===== config.mk =====
export PLATFORM = sky130hd
export DESIGN_NAME = svf_driver_flat
export DESIGN_NICKNAME = d
export VERILOG_FILES = /design/src/rtl/svf_driver_if.sv /design/src/rtl/svf_driver.sv /design/src/flat_wrapper.sv
export SDC_FILE = /design/constraint.sdc
export NUM_CORES = 1
export LEC_CHECK = 0
export BUFFER_PORTS_ARGS = -buffer_cell sky130_fd_sc_hd__buf_4
export CAP_MARGIN = 10
export CORE_ASPECT_RATIO = 1.2
export CORE_MARGIN = 4
export CORE_UTILIZATION = 45
export CTS_CLUSTER_SIZE = 16
export DETAILED_ROUTE_END_ITERATION = 12
export GPL_TIMING_DRIVEN = 0
export PLACE_DENSITY = 0.81
export SLEW_MARGIN = 40
export SYNTH_ARGS = -nofsm -noshare
export SYNTH_HDL_FRONTEND = slang
export SYNTH_SLANG_ARGS = --single-unit

===== constraint.sdc =====
create_clock -name clk -period 5.73 [get_ports clk]
set_input_delay 0.2865 -clock clk [delete_from_list [all_inputs] [get_ports clk]]
set_output_delay 0.2865 -clock clk [all_outputs]
set_load 0.03 [all_outputs]

===== src/rtl/svf_driver_if.sv =====
// Filter-side bus between svf_driver (master) and the state-variable filter (slave).
interface svf_driver_if;
  logic               svf_ena;
  logic signed [11:0] svf_in;
  logic signed [17:0] svf_f;
  logic signed [17:0] svf_q;
  logic signed [17:0] svf_out;

  modport master (
    output svf_ena,
    output svf_in,
    output svf_f,
    output svf_q,
    input  svf_out
  );

  modport slave (
    input  svf_ena,
    input  svf_in,
    input  svf_f,
    input  svf_q,
    output svf_out
  );
endinterface


===== src/rtl/svf_driver.sv =====
// Sample-rate sequencer for a state-variable filter: strobes the filter once per DIV clocks,
// then captures its result SETTLE clocks later. Define SVF_DRIVER_SLEW_EN for coefficient slewing.
module svf_driver #(
  parameter int unsigned        DIV    = 1024,
  parameter int unsigned        SETTLE = 5,
  parameter logic signed [17:0] FMAX   = 18'sd65536,
  parameter logic signed [17:0] QMIN   = 18'sd5586,
  parameter logic signed [17:0] FSTEP  = 18'sd64,
  parameter logic signed [17:0] QSTEP  = 18'sd256
) (
  input  logic                clk,
  input  logic                reset,
  input  logic                run,
  input  logic signed [11:0]  sample_in,
  input  logic signed [17:0]  f_target,
  input  logic signed [17:0]  q_target,
  svf_driver_if.master        svf,
  output logic signed [17:0]  out_sample,
  output logic                out_valid
);

  localparam int unsigned CW = $clog2(DIV);
  localparam int unsigned SW = $clog2(SETTLE);

  if (DIV < 8 || DIV > 65535) begin : g_bad_div
    $error("svf_driver: DIV out of range");
  end
  if (SETTLE < 5 || SETTLE >= DIV || FSTEP <= 0 || QSTEP <= 0) begin : g_bad_cfg
    $error("svf_driver: SETTLE/FSTEP/QSTEP out of range");
  end

  typedef enum logic [1:0] {StIdle, StWait, StCapture} state_e;

  state_e             state_q;
  logic [CW-1:0]      cnt_q;
  logic [SW-1:0]      settle_q;
  logic               wrap;
  logic signed [17:0] f_eff, q_eff, f_next, q_next;

  assign wrap = run && (cnt_q == CW'(DIV - 1));

  always_comb begin
    f_eff = f_target;
    if (f_target < 0) begin
      f_eff = '0;
    end else if (f_target > FMAX) begin
      f_eff = FMAX;
    end
    q_eff = (q_target < QMIN) ? QMIN : q_target;
  end

`ifdef SVF_DRIVER_SLEW_EN
  logic signed [18:0] f_diff, q_diff;

  // Differences are one bit wider so the full 18-bit range cannot wrap.
  always_comb begin
    f_diff = 19'(f_eff) - 19'(svf.svf_f);
    q_diff = 19'(q_eff) - 19'(svf.svf_q);
    f_next = f_eff;
    q_next = q_eff;
    if (f_diff > 19'(FSTEP)) begin
      f_next = svf.svf_f + FSTEP;
    end else if (f_diff < -19'(FSTEP)) begin
      f_next = svf.svf_f - FSTEP;
    end
    if (q_diff > 19'(QSTEP)) begin
      q_next = svf.svf_q + QSTEP;
    end else if (q_diff < -19'(QSTEP)) begin
      q_next = svf.svf_q - QSTEP;
    end
  end
`else
  always_comb begin
    f_next = f_eff;
    q_next = q_eff;
  end
`endif

  always_ff @(posedge clk) begin
    if (reset) begin
      cnt_q       <= '0;
      settle_q    <= '0;
      state_q     <= StIdle;
      svf.svf_ena <= 1'b0;
      svf.svf_in  <= '0;
      svf.svf_f   <= '0;
      svf.svf_q   <= 18'sd131071;
      out_sample  <= '0;
      out_valid   <= 1'b0;
    end else begin
      svf.svf_ena <= wrap;
      out_valid   <= 1'b0;
      if (run) begin
        cnt_q <= wrap ? '0 : cnt_q + 1'b1;
      end
      if (wrap) begin
        svf.svf_in <= sample_in;
        svf.svf_f  <= f_next;
        svf.svf_q  <= q_next;
      end
      case (state_q)
        StWait: begin
          // Capture is independent of run so a dropped run cannot strand a pending result.
          if (settle_q == '0) begin
            state_q    <= StCapture;
            out_sample <= svf.svf_out;
            out_valid  <= 1'b1;
          end else begin
            settle_q <= settle_q - 1'b1;
          end
        end
        default: begin
          // Leaving CAPTURE also checks wrap so SETTLE = DIV-1 still starts the next wait.
          if (wrap) begin
            state_q  <= StWait;
            settle_q <= SW'(SETTLE - 1);
          end else begin
            state_q <= StIdle;
          end
        end
      endcase
    end
  end

endmodule


===== src/flat_wrapper.sv =====
// flat-port wrapper written by rule: the top's interface ports become plain ports
module svf_driver_flat 
#(
  parameter int unsigned        DIV    = 1024,
  parameter int unsigned        SETTLE = 5,
  parameter logic signed [17:0] FMAX   = 18'sd65536,
  parameter logic signed [17:0] QMIN   = 18'sd5586,
  parameter logic signed [17:0] FSTEP  = 18'sd64,
  parameter logic signed [17:0] QSTEP  = 18'sd256
)
  (clk, reset, run, sample_in, f_target, q_target, out_sample, out_valid, svf_svf_ena, svf_svf_in, svf_svf_f, svf_svf_q, svf_svf_out);
  svf_driver_if svf_i ();
  input  logic clk;
  input  logic reset;
  input  logic run;
  input  logic signed [11:0] sample_in;
  input  logic signed [17:0] f_target;
  input  logic signed [17:0] q_target;
  output logic signed [17:0] out_sample;
  output logic out_valid;
  output wire logic [$bits(svf_i.svf_ena)-1:0] svf_svf_ena;
  output wire logic [$bits(svf_i.svf_in)-1:0] svf_svf_in;
  output wire logic [$bits(svf_i.svf_f)-1:0] svf_svf_f;
  output wire logic [$bits(svf_i.svf_q)-1:0] svf_svf_q;
  input wire logic [$bits(svf_i.svf_out)-1:0] svf_svf_out;
  assign svf_svf_ena = svf_i.svf_ena;
  assign svf_svf_in = svf_i.svf_in;
  assign svf_svf_f = svf_i.svf_f;
  assign svf_svf_q = svf_i.svf_q;
  assign svf_i.svf_out = svf_svf_out;
  svf_driver #(.DIV(DIV), .SETTLE(SETTLE), .FMAX(FMAX), .QMIN(QMIN), .FSTEP(FSTEP), .QSTEP(QSTEP)) u_core (.clk(clk), .reset(reset), .run(run), .sample_in(sample_in), .f_target(f_target), .q_target(q_target), .svf(svf_i), .out_sample(out_sample), .out_valid(out_valid));
endmodule

* After elaboration in Yosys (flattened, before gate mapping) *
Index checks and enable logic that the tools add are counted.

cells by class
  equal/unequal tests = 4
  bitwise operators = 1
  $mul = 0
  div/mod/pow operators = 0
  shifts and indexed selects = 0
  muxes and demuxes = 11
  reduce and logical (&&, ||, !) cells = 6
  order comparisons = 3
  add/sub/neg operators = 2

operators by type and width
  kind                   count
  $mux 18                3
  $gt 18x18->1 const B   1
  $lt 18x1->1 const B    1
  $lt 18x14->1 const B   1
  $add 10x1->10 const B  1
  $eq 10x10->1 const B   1
  $mux 10                1
  $mux 3                 3
  $mux 2                 2
  $reduce_and 2->1       2
  $logic_not 3->1        1
  $sub 3x1->3 const B    1
  $eq 2x1->1 const B     1
  $mux 1                 2
  $ne 2x1->1 const B     1
  $ne 2x2->1 const B     1
  $reduce_bool 2->1      1
  $reduce_or 2->1        1
  $logic_and 1x1->1      1
  $not 1->1              1

word-level totals
  bits in writable memories = 0
  logic and storage cells = 36
  input port bits = 69
  bits in read-only memories = 0
  output and inout port bits = 68
  bits in registers = 83
  memories = 0
  latch bits = 0

* Longest topological paths before layout *
Gate-level depths: netlist of run 1.

  depth in word-level cells = 4
  gate-level depth with buffers = 8
  mapped depth without buffers = 7

* Worst setup path after synthesis of run 1 *
Ideal clock, no wire load.

  kind = in2reg
  start point = in q_target[3]
  end point = reg u_core.svf.svf_q[10]
  setup slack = 3.720 ns
  stages on the path = 8
  required time = 5.613 ns
  data arrival time = 1.893 ns
  setup time = 0.117 ns
  path buffers = 1
  cell sequence = or3_1 -> a21oi_1 -> o21bai_1 -> a21oi_1 -> ha_1 -> or3_1 -> buf_2 -> o22a_1

between the ends
  word-level cells in the longest chain between the ends = 2

ends and longest elaborated chain
  item                  line                 text
  start, declared       flat_wrapper.sv:18   input logic signed [17:0] q_target;
  $lt 18x14->1          svf_driver.sv:49     q_eff = (q_target < QMIN) ? QMIN : q_target;
  $mux 18               svf_driver.sv:49
  end signal, assigned  svf_driver.sv:99     svf.svf_q <= q_next;
  end, declared         svf_driver_if.sv:13  output svf_q,

No other way between the ends.
A chain may end at the register's enable or synchronous reset.

* Final worst setup path of run 1 *
  start point = reg u_core.cnt_q[0]
  end point = reg u_core.svf.svf_q[13]

between the ends
  word-level cells in the longest chain between the ends = 2

ends and longest elaborated chain
  item                    line              text
  start, declared         svf_driver.sv:35  logic [CW-1:0] cnt_q;
  start signal, assigned  svf_driver.sv:94  cnt_q <= wrap ? '0 : cnt_q + 1'b1;
  $eq 10x10->1            svf_driver.sv:40  assign wrap = run && (cnt_q == CW'(DIV - 1));
  $logic_and 1x1->1       svf_driver.sv:40

No other way between the ends.

==> results of run 1 <==
## metal layers
metal | vias to the layer above | part of all wire, % | global-route usage, %
met3 | 11 | 4.5 | 4.22
met1 | 1291 | 41 | 21.8
met4 | 0 | 1.6 | 8.68
met5 | - | 0 | 0
li1 | 1373 | - | -
met2 | 88 | 53 | 36.7
## synthesized netlist by cell type (6+ instances only)
cell type   n
nand3_1     6
nor3b_1    10
dfxtp_1    82
a22o_1     30
nor2_1     10
a211o_1    10
clkbuf_1   15
nand2_1    42
xor2_1      6
o22a_1      7
nand4_1     6
a21oi_1    26
## final timing paths
| kind | startpoint | end | cells after the start |
|---|---|---|---|
| worst max-delay path | u_core.cnt_q[0]$_SDFFE_PP0P_ | u_core.svf.svf_q[13]$_SDFFE_PP1P_ | 8 |
| worst min-delay path | sample_in[8] | u_core.svf.svf_in[8]$_SDFFE_PP0P_ | 2 |
| worst max register to register | u_core.cnt_q[0]$_SDFFE_PP0P_ | u_core.svf.svf_q[13]$_SDFFE_PP1P_ | 8 |
| worst min register to register | u_core.out_sample[14]$_SDFFE_PP0P_ | u_core.out_sample[14]$_SDFFE_PP0P_ | 2 |
## area by class of cell
type	count	area share (%)
plain buffers	23	2.76
clock buffers	11	3.01
flip-flops and latches	82	37.7
well taps	85	2.44
clock inverters	3	2.07
repair buffers	134	23.1
multi-input cells	194	28.8
inverters	2	0.172
## sequential cells by signal, indices dropped and copies added, names as in the netlist
signal / flops
u_core.cnt_q: 10
u_core.out_valid: 1
u_core.svf.svf_in: 12
u_core.svf.svf_ena: 1
u_core.svf.svf_q: 18
u_core.out_sample: 18
u_core.settle_q: 3
u_core.state_q: 2
u_core.svf.svf_f: 17
## power breakdown
group	internal, W	switching, W	total [W]
combinational	0.0000367	0.0000273	0.0000640
clock	0.000285	0.000182	0.000468
sequential	0.000572	0.00000302	0.000575
## per-stage QoR
| stage | util (%) | setup WS [ps] | hold slack [ps] | area (µm²) |
|---|---|---|---|---|
| 6_report | 67.2 | 3630 | 165 | 4360 |
| 5_1_grt | 67.2 | 3520 | 149 | 4360 |
| 4_1_cts | 67.2 | 3640 | 149 | 4360 |
| 3_5_place_dp | 63.8 | 3470 | 448 | 4140 |
| 3_3_place_gp | 63.8 | 3520 | 443 | 4140 |
| 2_1_floorplan | - | 3720 | 406 | 3030 |
## cells by family (layout without fill, tap and decap cells)
| family | Yosys count | count (layout) | synth area share [%] |
|---|---|---|---|
| AND/OR/NAND/NOR | 101 | 101 | 17.5 |
| flip-flops | 82 | 82 | 54.3 |
| XOR/XNOR | 6 | 6 | 1.74 |
| multiplexers | 1 | 1 | 0.331 |
| buffers and inverters | 25 | 173 | 4.22 |
| other | 1 | 1 | 0.124 |
| adder cells (fa/ha/maj) | 4 | 4 | 1.65 |
| AO/OA/AOI/OAI | 81 | 81 | 20.2 |
==> reports/metrics.yaml, run 1 <==
synth:
  synth_largest_area_cell: "dfxtp_1"
  netlist_area_um2: 3030
  netlist_top_cells_area: "dfxtp_1 (54%), a22o_1 (8.7%), nand2_1 (5.2%)"
  synth_top_area_share_pct: 54.3
  syn_avg_cell_area_um2: 10.1
  yosysUniqueCellTypes: 34
  synth_ff_type: "dfxtp_1"
  async_flop_share_pct: 0
  yosys_warnings: 0
  synth_edf_count: 0
  syn_inst: 301
  seq_area_frac_synth_pct: 54.3
  synth_nets: 374
  synth-seq-cells: 82
global_route:
  grt_pass1_wl_um: 13400
  grt_util_all_layers_pct: 19.9
  overflow: 0
  antenna_found_initial: 0
  grt_pass1_vias: 2810
  grt_max_degree: 13
die:
  start_util_pct: 46.6
  pin_count: 137
  coreArea_um2: 6490
  die_h_um: 97.8
  die_x_um: 82.9
  die-area_um2: 8100
  std_cell_rows: 32
clock_network:
  htreeDepth: 3
  cts.reportedPaths.clkPinSlew_ps: 70
  clock_tree.root_cell: "clkbuf_8"
  clk_latency_ps: 330
  post_cts_buffers: 0
  cts_sinks: 82
  cts_tree: "done"
  cts_hold_buf: 0
  clk_path_buf_depth: 2
  cts_resized: 0
  cts_buffers: 9
layout:
  multi_input_area_um2: 1260
  instances_no_fill: 534
  syn2layout_area_growth_pct: 44.1
  final-seq-area_um2: 1640
  layout_commonest_cell: "buf_4"
  nFillCells: 550
  antenna_cells: 0
  drive_above_1_share_pct: 35.0
  nets: 519
  final_cell_mix: "buf_4 (136), dfxtp_1 (82), nand2_1 (42), a22o_1 (30), a21oi_1 (26)"
worst_setup_path:
  critical_path.top_delay_family: "buffers and inverters"
  critPathLaunchType: "flip-flop"
  cp.arrival_ps: 2320
  slowest_stage: "clkbuf_1"
  r2r_slack_ps: 3630
  crit_chain: "ha_1 > and2_1 > buf_2 > nand3_4 > buf_6 > clkbuf_1 > nor3b_1 > a211o_1"
  cp_num_buf_inv: 3
  path_class: "reg2reg"
  crit_fanout: 10
  worstSetupEndpointType: "flip-flop"
  slowest_delay_ps: 420
  required_ps: 5950
sta:
  slew-limit-headroom_pct: 61.1
  slew_viol_final: 0
  rsz0062_at_grt: "no"
  setup_viol: 0
  period_needed_ps: 2100
  finalHoldViolations: 0
  fin_crit_sh_pct: 36.7
  setup_tns_ps: 0
  tightest_slew_ps: 584
  fin_skew_ps: 6.06
  max_freq_mhz: 476
route:
  vias_per_cell: 5.17
  drtIter0Drc: 80
  postRouteAntennaNets: 0
  num_vias: 2763
  wl_um: 7960
  first_pass_iters: 4
  drt-wirelength-per-cell_um: 14.9
  drc: 0
run_status:
  status: "finished, final reports clean"
place:
  dp_hpwl_um: 6310
  portBuffers: 134
  place.gp.congestion: 0.836
  dp_cells: 520
pwr:
  p_leak_nw: 1.82
  power.density_nw_per_um2: 254
  ir_drop_mv: 0.135
  p_total_w: 0.00111
hold_path:
  hold_path_class: "in2reg"
job:
  maxCapViolCount: 0
(Power assumes the default switching activity.)
==> run 2: changes to the inputs <==
- clock period: 5.73 -> 2.1 ns (I/O delays scaled with it)
==> run 2 against run 1 <==
Effect of this change: flip-flop and latch count stayed put; critical path depth shrank 1; largest cell class unchanged; combinational power rose to 3.5 times the previous value; non-clock buffer count grew 30; sequential power increased to 2.7 times the previous value; wire length is 12% higher; register-to-register slack worse by 3500 ps; total power grew to 2.8 times the previous value; global-route usage grew 2.1 points; first-iteration DRC count stayed put.
==> reports/metrics.yaml, run 2 (synthesized netlist as in run 1, its figures left out) <==
route:
  first_pass_iters: 4  # unchanged
  top_layer: "met4"
  vias_per_cell: 5.21  # +0.78%
  wl_met1_um: 3490  # +7.6%
  drc: 0  # unchanged
  num_vias: 2941  # +6.4%
  dr_wl_met2_um: 4790  # +13%
  postRouteAntennaNets: 0  # unchanged
  wl_met3_um: 418  # +16%
  wl_um: 8920  # +12%
  drt-wirelength-per-cell_um: 15.8  # +6.1%
  drtIter0Drc: 80  # unchanged
hold_path:
  hold_path_class: "in2reg"
layout:
  top_regs: "u_core.out_sample (18), u_core.svf.svf_q (18), u_core.svf.svf_f (17)"
  syn2layout_area_growth_pct: 54.1
  nFillCells: 515  # -6.4%
  instances_no_fill: 564  # +5.6%
  antenna_cells: 0  # unchanged
  final-seq-area_um2: 1640  # unchanged
  nets: 549  # +5.8%
  layout_commonest_cell: "buf_4"
  multi_input_area_um2: 1260  # unchanged
  drive_above_1_share_pct: 33.2  # -1.8 points
  fin_util_pct: 71.9  # +4.7 points
  final_cell_mix: "buf_4 (136), dfxtp_1 (82), nand2_1 (42), a22o_1 (30), dlygate4sd3_1 (30)"
sta:
  fin_crit_sh_pct: 95.6
  setup_ws_ps: 91.7  # -3540 ps
  slew-limit-headroom_pct: 59.9  # -1.1 points
  max_freq_mhz: 498
  finalHoldViolations: 0  # unchanged
  tightest_slew_ps: 601  # +17.1 ps
  slew_viol_final: 0  # unchanged
  period_needed_ps: 2010
  setup_viol: 0  # unchanged
  rsz0062_at_grt: "no"
  fin_skew_ps: 9.19  # +3.13 ps
  setup_tns_ps: 0  # unchanged
place:
  portBuffers: 134  # unchanged
  dp_cells: 520  # unchanged
  place.gp.congestion: 0.836  # unchanged
  dp_hpwl_um: 6310  # unchanged
  place_ws_ps: 24.2  # -3450 ps
pwr:
  clkPwrFrac_pct: 41.9  # -0.4 points
  power.net_switching_w: 0.000609  # +190%
  p_sw_share_pct: 19.8  # +0.52 points
  power.density_nw_per_um2: 662  # +160%
  p_total_w: 0.00308  # +180%
  p_int_w: 0.00248  # +180%
  p_comb_share_pct: 7.3  # +1.5 points
  sequentialPowerShare_pct: 50.8  # -1.1 points
  p_leak_nw: 1.95  # +7.2%
  ir_drop_mv: 0.374  # +180%
global_route:
  grt_pass1_wl_um: 14800  # +10%
  overflow: 0  # unchanged
  grt_pass1_vias: 3010  # +7.1%
  antenna_found_initial: 0  # unchanged
  grt_util_all_layers_pct: 22.0  # +2.1 points
  grt_max_degree: 13  # unchanged
worst_setup_path:
  crit_fanout: 10  # unchanged
  path_class: "in2reg"
  slowest_delay_ps: 560  # +140 ps
  worstSetupEndpointType: "flip-flop"
  cp.arrival_ps: 2280  # -40 ps
  critPathLaunchType: "primary input"
  crit_chain: "dlygate4sd3_1 > buf_4 > nor4_1 > nand4_1 > a2111oi_4 > buf_6 > a22o_1"
  required_ps: 2370  # -3580 ps
  slowest_stage: "a2111oi_4"
die:
  pin_count: 137  # unchanged
  std_cell_rows: 32  # unchanged
  die_x_um: 82.9  # unchanged
  start_util_pct: 46.6  # unchanged
  coreArea_um2: 6490  # unchanged
  die_h_um: 97.8  # unchanged
  die-area_um2: 8100  # unchanged
clock_network:
  clk_latency_ps: 340  # about the same
  clock_tree.root_cell: "clkbuf_8"
  cts_buffers: 9  # unchanged
  cts_tree: "done"
  cts.reportedPaths.clkPinSlew_ps: 80  # about the same
  htreeDepth: 3  # unchanged
  clk_path_buf_depth: 2  # unchanged
  cts_sinks: 82  # unchanged
  post_cts_buffers: 0  # unchanged
run_status:
  status: "finished, final reports clean"
job:
  maxCapViolCount: 0  # unchanged
-- run 2: cell count changes in the layout (fill, tap and decap cells not counted), sizes merged --
| cell | delta |
|---|---|
| dlygate4sd3 | +30 |
-- run 2: what timing repair did --
item / 4_1_cts / 5_1_grt
hold endpoints to repair: 28 / 2
hold buffers: 28 / 2
gates resized for setup: 0 / 4
setup endpoints to repair: 0 / 8
-- run 2: power by group through the flow --
stage	Clock [W]	Combinational, W	Sequential [W]
6_report	0.00129	0.000224	0.00157
5_1_grt	0.00137	0.000242	0.00157
4_1_cts	0.00130	0.000219	0.00157
3_5_place_dp	0	0.000175	0.00160
3_3_place_gp	0	0.000173	0.00160
2_1_floorplan	0	0.0000515	0.00160
-- run 2: cell type report --
type	instances	share of cell area, %
plain buffers	23	2.63
clock buffers	11	2.82
clock inverters	3	1.93
inverters	2	0.161
multi-input cells	194	26.9
flip-flops and latches	82	35.2
well taps	85	2.28
repair buffers	164	28.0
-- run 2: final timing paths --
| path | from | to | slack, ps | depth (start not counted) |
|---|---|---|---|---|
| worst max-delay path | f_target[11] | u_core.svf.svf_f[8]$_SDFFE_PP0P_ | 90 | 7 |
| worst min-delay path | svf_svf_out[14] | u_core.out_sample[14]$_SDFFE_PP0P_ | 10 | 3 |
| worst max register to register | u_core.cnt_q[0]$_SDFFE_PP0P_ | u_core.svf.svf_q[4]$_SDFFE_PP1P_ | 120 | 8 |
| worst min register to register | u_core.out_sample[14]$_SDFFE_PP0P_ | u_core.out_sample[14]$_SDFFE_PP0P_ | 460 | 2 |
-- run 2: metal layers --
layer  track usage (%)  vias to the layer above
met3              4.05                       19
li1                  -                     1431
met2              41.4                       97
met1              23.5                     1394
met4              10.4                        0
met5                 0                        -
-- run 2: per-stage QoR --
stage	hold slack [ps]	instance area (µm²)
6_report	12.7	4660
2_1_floorplan	224	3030
3_3_place_gp	315	4140
4_1_cts	0.676	4640
5_1_grt	3.98	4660
3_5_place_dp	321	4140
-- run 2: critical path: cells and delay by family --
family | cells | cell delay, ps
AO/OA/AOI/OAI | 2 | 710
AND/OR/NAND/NOR | 2 | 570
buffers and inverters | 3 | 890
==> run 3: changes to the inputs <==
- clock period: 2.1 -> 1.98 ns (I/O delays scaled with it)
==> run 3 against run 2 <==
Effect of this change: critical path type unchanged; sequential power grew 6%; final area is 2.2% higher; clock power is 5% higher; wire length is 1.3% higher; final cell count is 1.4% higher; total power increased by 6.2%; combinational power increased by 12%; clock skew is 2.3 ps lower; worst hold slack lost 5.1 ps; global-route usage grew 0.19 points; critical path depth increased by 1.
==> reports/metrics.yaml, run 3 (synthesized netlist as in run 1, its figures left out) <==
place:
  place_area_um2: 4140  # unchanged
  dp_cells: 520  # unchanged
  place.gp.congestion: 0.836  # unchanged
  dp_hpwl_um: 6310  # unchanged
  portBuffers: 134  # unchanged
pwr:
  sequentialPowerShare_pct: 50.8  # about the same
  p_int_w: 0.00263  # +6.4%
  clkPwrFrac_pct: 41.6  # -0.3 points
  p_total_w: 0.00327  # +6.2%
  p_comb_share_pct: 7.7  # +0.4 points
  ir_drop_mv: 0.397  # +6.1%
  power.net_switching_w: 0.000640  # +5.1%
  power.density_nw_per_um2: 687  # +3.9%
  p_sw_share_pct: 19.5  # -0.20 points
  p_leak_nw: 1.99  # +2.4%
hold_path:
  hold_path_class: "in2reg"
  worstHoldStart: "f_target[5]"
worst_setup_path:
  cp-startpoint: "q_target[12]"
  worstSetupEndpointType: "flip-flop"
  reg2reg_from: "u_core.cnt_q[0]$_SDFFE_PP0P_"
  slowest_stage: "dlygate4sd3_1"
  critPathLaunchType: "primary input"
  slowest_delay_ps: 520  # -40 ps
  path_class: "in2reg"
  required_ps: 2190  # -180 ps
  crit_chain: "dlygate4sd3_1 > buf_4 > nor4bb_2 > a21oi_1 > ha_1 > or3_1 > buf_2 > o22a_1"
  cp.arrival_ps: 2150  # -130 ps
  crit_fanout: 7  # -3
global_route:
  grt_pass1_wl_um: 14900  # +1.0%
  grt_pass1_vias: 3054  # +1.5%
  antenna_found_initial: 0  # unchanged
  grt_max_degree: 13  # unchanged
  grt_util_all_layers_pct: 22.2  # +0.19 points
  overflow: 0  # unchanged
layout:
  syn2layout_area_growth_pct: 57.4
  final-seq-area_um2: 1650  # +0.46%
  multi_input_area_um2: 1270  # +0.90%
  fin_util_pct: 73.4  # +1.6 points
  fin_area_um2: 4760  # +2.2%
  nFillCells: 496  # -3.7%
  antenna_cells: 0  # unchanged
  layout_commonest_cell: "buf_4"
  drive_above_1_share_pct: 34.9  # +1.7 points
  nets: 557  # +1.5%
  top_regs: "u_core.out_sample (18), u_core.svf.svf_q (18), u_core.svf.svf_f (17)"
  instances_no_fill: 572  # +1.4%
  final_cell_mix: "buf_4 (138), dfxtp_1 (80), nand2_1 (42), dlygate4sd3_1 (36), a22o_1 (30)"
sta:
  max_freq_mhz: 517
  slew_viol_final: 0  # unchanged
  fin_crit_sh_pct: 97.7
  slew-limit-headroom_pct: 55.1  # -4.9 points
  tightest_slew_ps: 674  # +73.4 ps
  fin_skew_ps: 6.87  # -2.31 ps
  period_needed_ps: 1930
  setup_viol: 0  # unchanged
  finalHoldViolations: 0  # unchanged
die:
  pin_count: 137  # unchanged
  die_h_um: 97.8  # unchanged
  coreArea_um2: 6490  # unchanged
  die_x_um: 82.9  # unchanged
  std_cell_rows: 32  # unchanged
  die-area_um2: 8100  # unchanged
  start_util_pct: 46.6  # unchanged
route:
  vias_per_cell: 5.20  # -0.26%
  wl_met3_um: 430  # +2.9%
  dr_wl_met2_um: 4880  # +2.0%
  wl_met1_um: 3460  # -0.83%
  drtIter0Drc: 101  # +26%
  top_layer: "met4"
  wl_um: 9040  # +1.3%
  num_vias: 2975  # +1.2%
  postRouteAntennaNets: 0  # unchanged
  first_pass_iters: 5  # +1
  drc: 0  # unchanged
  drt-wirelength-per-cell_um: 15.8  # about the same
job:
  maxCapViolCount: 0  # unchanged
clock_network:
  clock_tree.root_cell: "clkbuf_8"
  cts_buffers: 9  # unchanged
  htreeDepth: 3  # unchanged
  cts_sinks: 82  # unchanged
  clk_latency_ps: 330  # about the same
  cts_tree: "done"
  cts.reportedPaths.clkPinSlew_ps: 70  # about the same
  clk_path_buf_depth: 2  # unchanged
run_status:
  status: "finished, final reports clean"
[run 3: cell types whose count changed in the layout (fill, tap and decap cells not counted), sizes merged]
| cell | delta |
|---|---|
| buf | +1 |
| clkbuf | +1 |
| dlygate4sd3 | +6 |
[run 3: path summary, 6_finish.rpt]
path,to,slack [ps],cells past startpoint
worst min register to register,u_core.out_sample[14]$_SDFFE_PP0P_,460,2
worst max-delay path,u_core.svf.svf_q[4]$_SDFFE_PP1P_,50,8
worst max register to register,u_core.svf.svf_q[4]$_SDFFE_PP1P_,90,8
worst min-delay path,u_core.svf.svf_f[5]$_SDFFE_PP0P_,8,2
[run 3: final cells by class]
cell class	instances	area share, %
Timing Repair Buffer	172	29.0
Sequential cell	82	34.6
Inverter	2	0.158
Clock buffer	11	2.76
Multi-Input combinational cell	194	26.6
Buffer	23	2.73
Tap cell	85	2.23
Clock inverter	3	1.89
[run 3: critical path, delay by kind of cell]
family	cells	cell delay, ps
adder cells (fa/ha/maj)	1	300
AND/OR/NAND/NOR	2	630
AO/OA/AOI/OAI	2	310
buffers and inverters	3	810
[run 3: power by group through the flow]
stage | clock network [W] | registers, W | logic [W]
floorplan | 0 | 0.00170 | 0.0000547
global placement | 0 | 0.00170 | 0.000183
detailed placement | 0 | 0.00170 | 0.000186
CTS | 0.00138 | 0.00166 | 0.000243
global route | 0.00145 | 0.00166 | 0.000271
finish | 0.00136 | 0.00166 | 0.000251
[run 3: per-stage QoR]
stage          setup WS [ps]  TNS, ps  hold WS [ps]
2_1_floorplan            158        0           218
3_5_place_dp           -90.3     -790           315
3_3_place_gp           -63.4     -504           309
5_1_grt                -1.83    -1.83          7.99
4_1_cts                 23.5        0         0.406
6_report                46.0        0          7.55
[run 3: timing repair]
item,4_1_cts,5_1_grt
pin swaps,0,1
hold buffers,35,1
resized for setup,2,17
endpoints found under the hold margin,35,1
setup buffers,0,2
setup endpoints to repair,6,50
[run 3: per-layer routing]
metal  vias up  GRT usage [%]
li1       1449              -
met1      1398           23.0
met2       105           41.9
met3        23           4.73
met4         0           11.2
met5         -              0
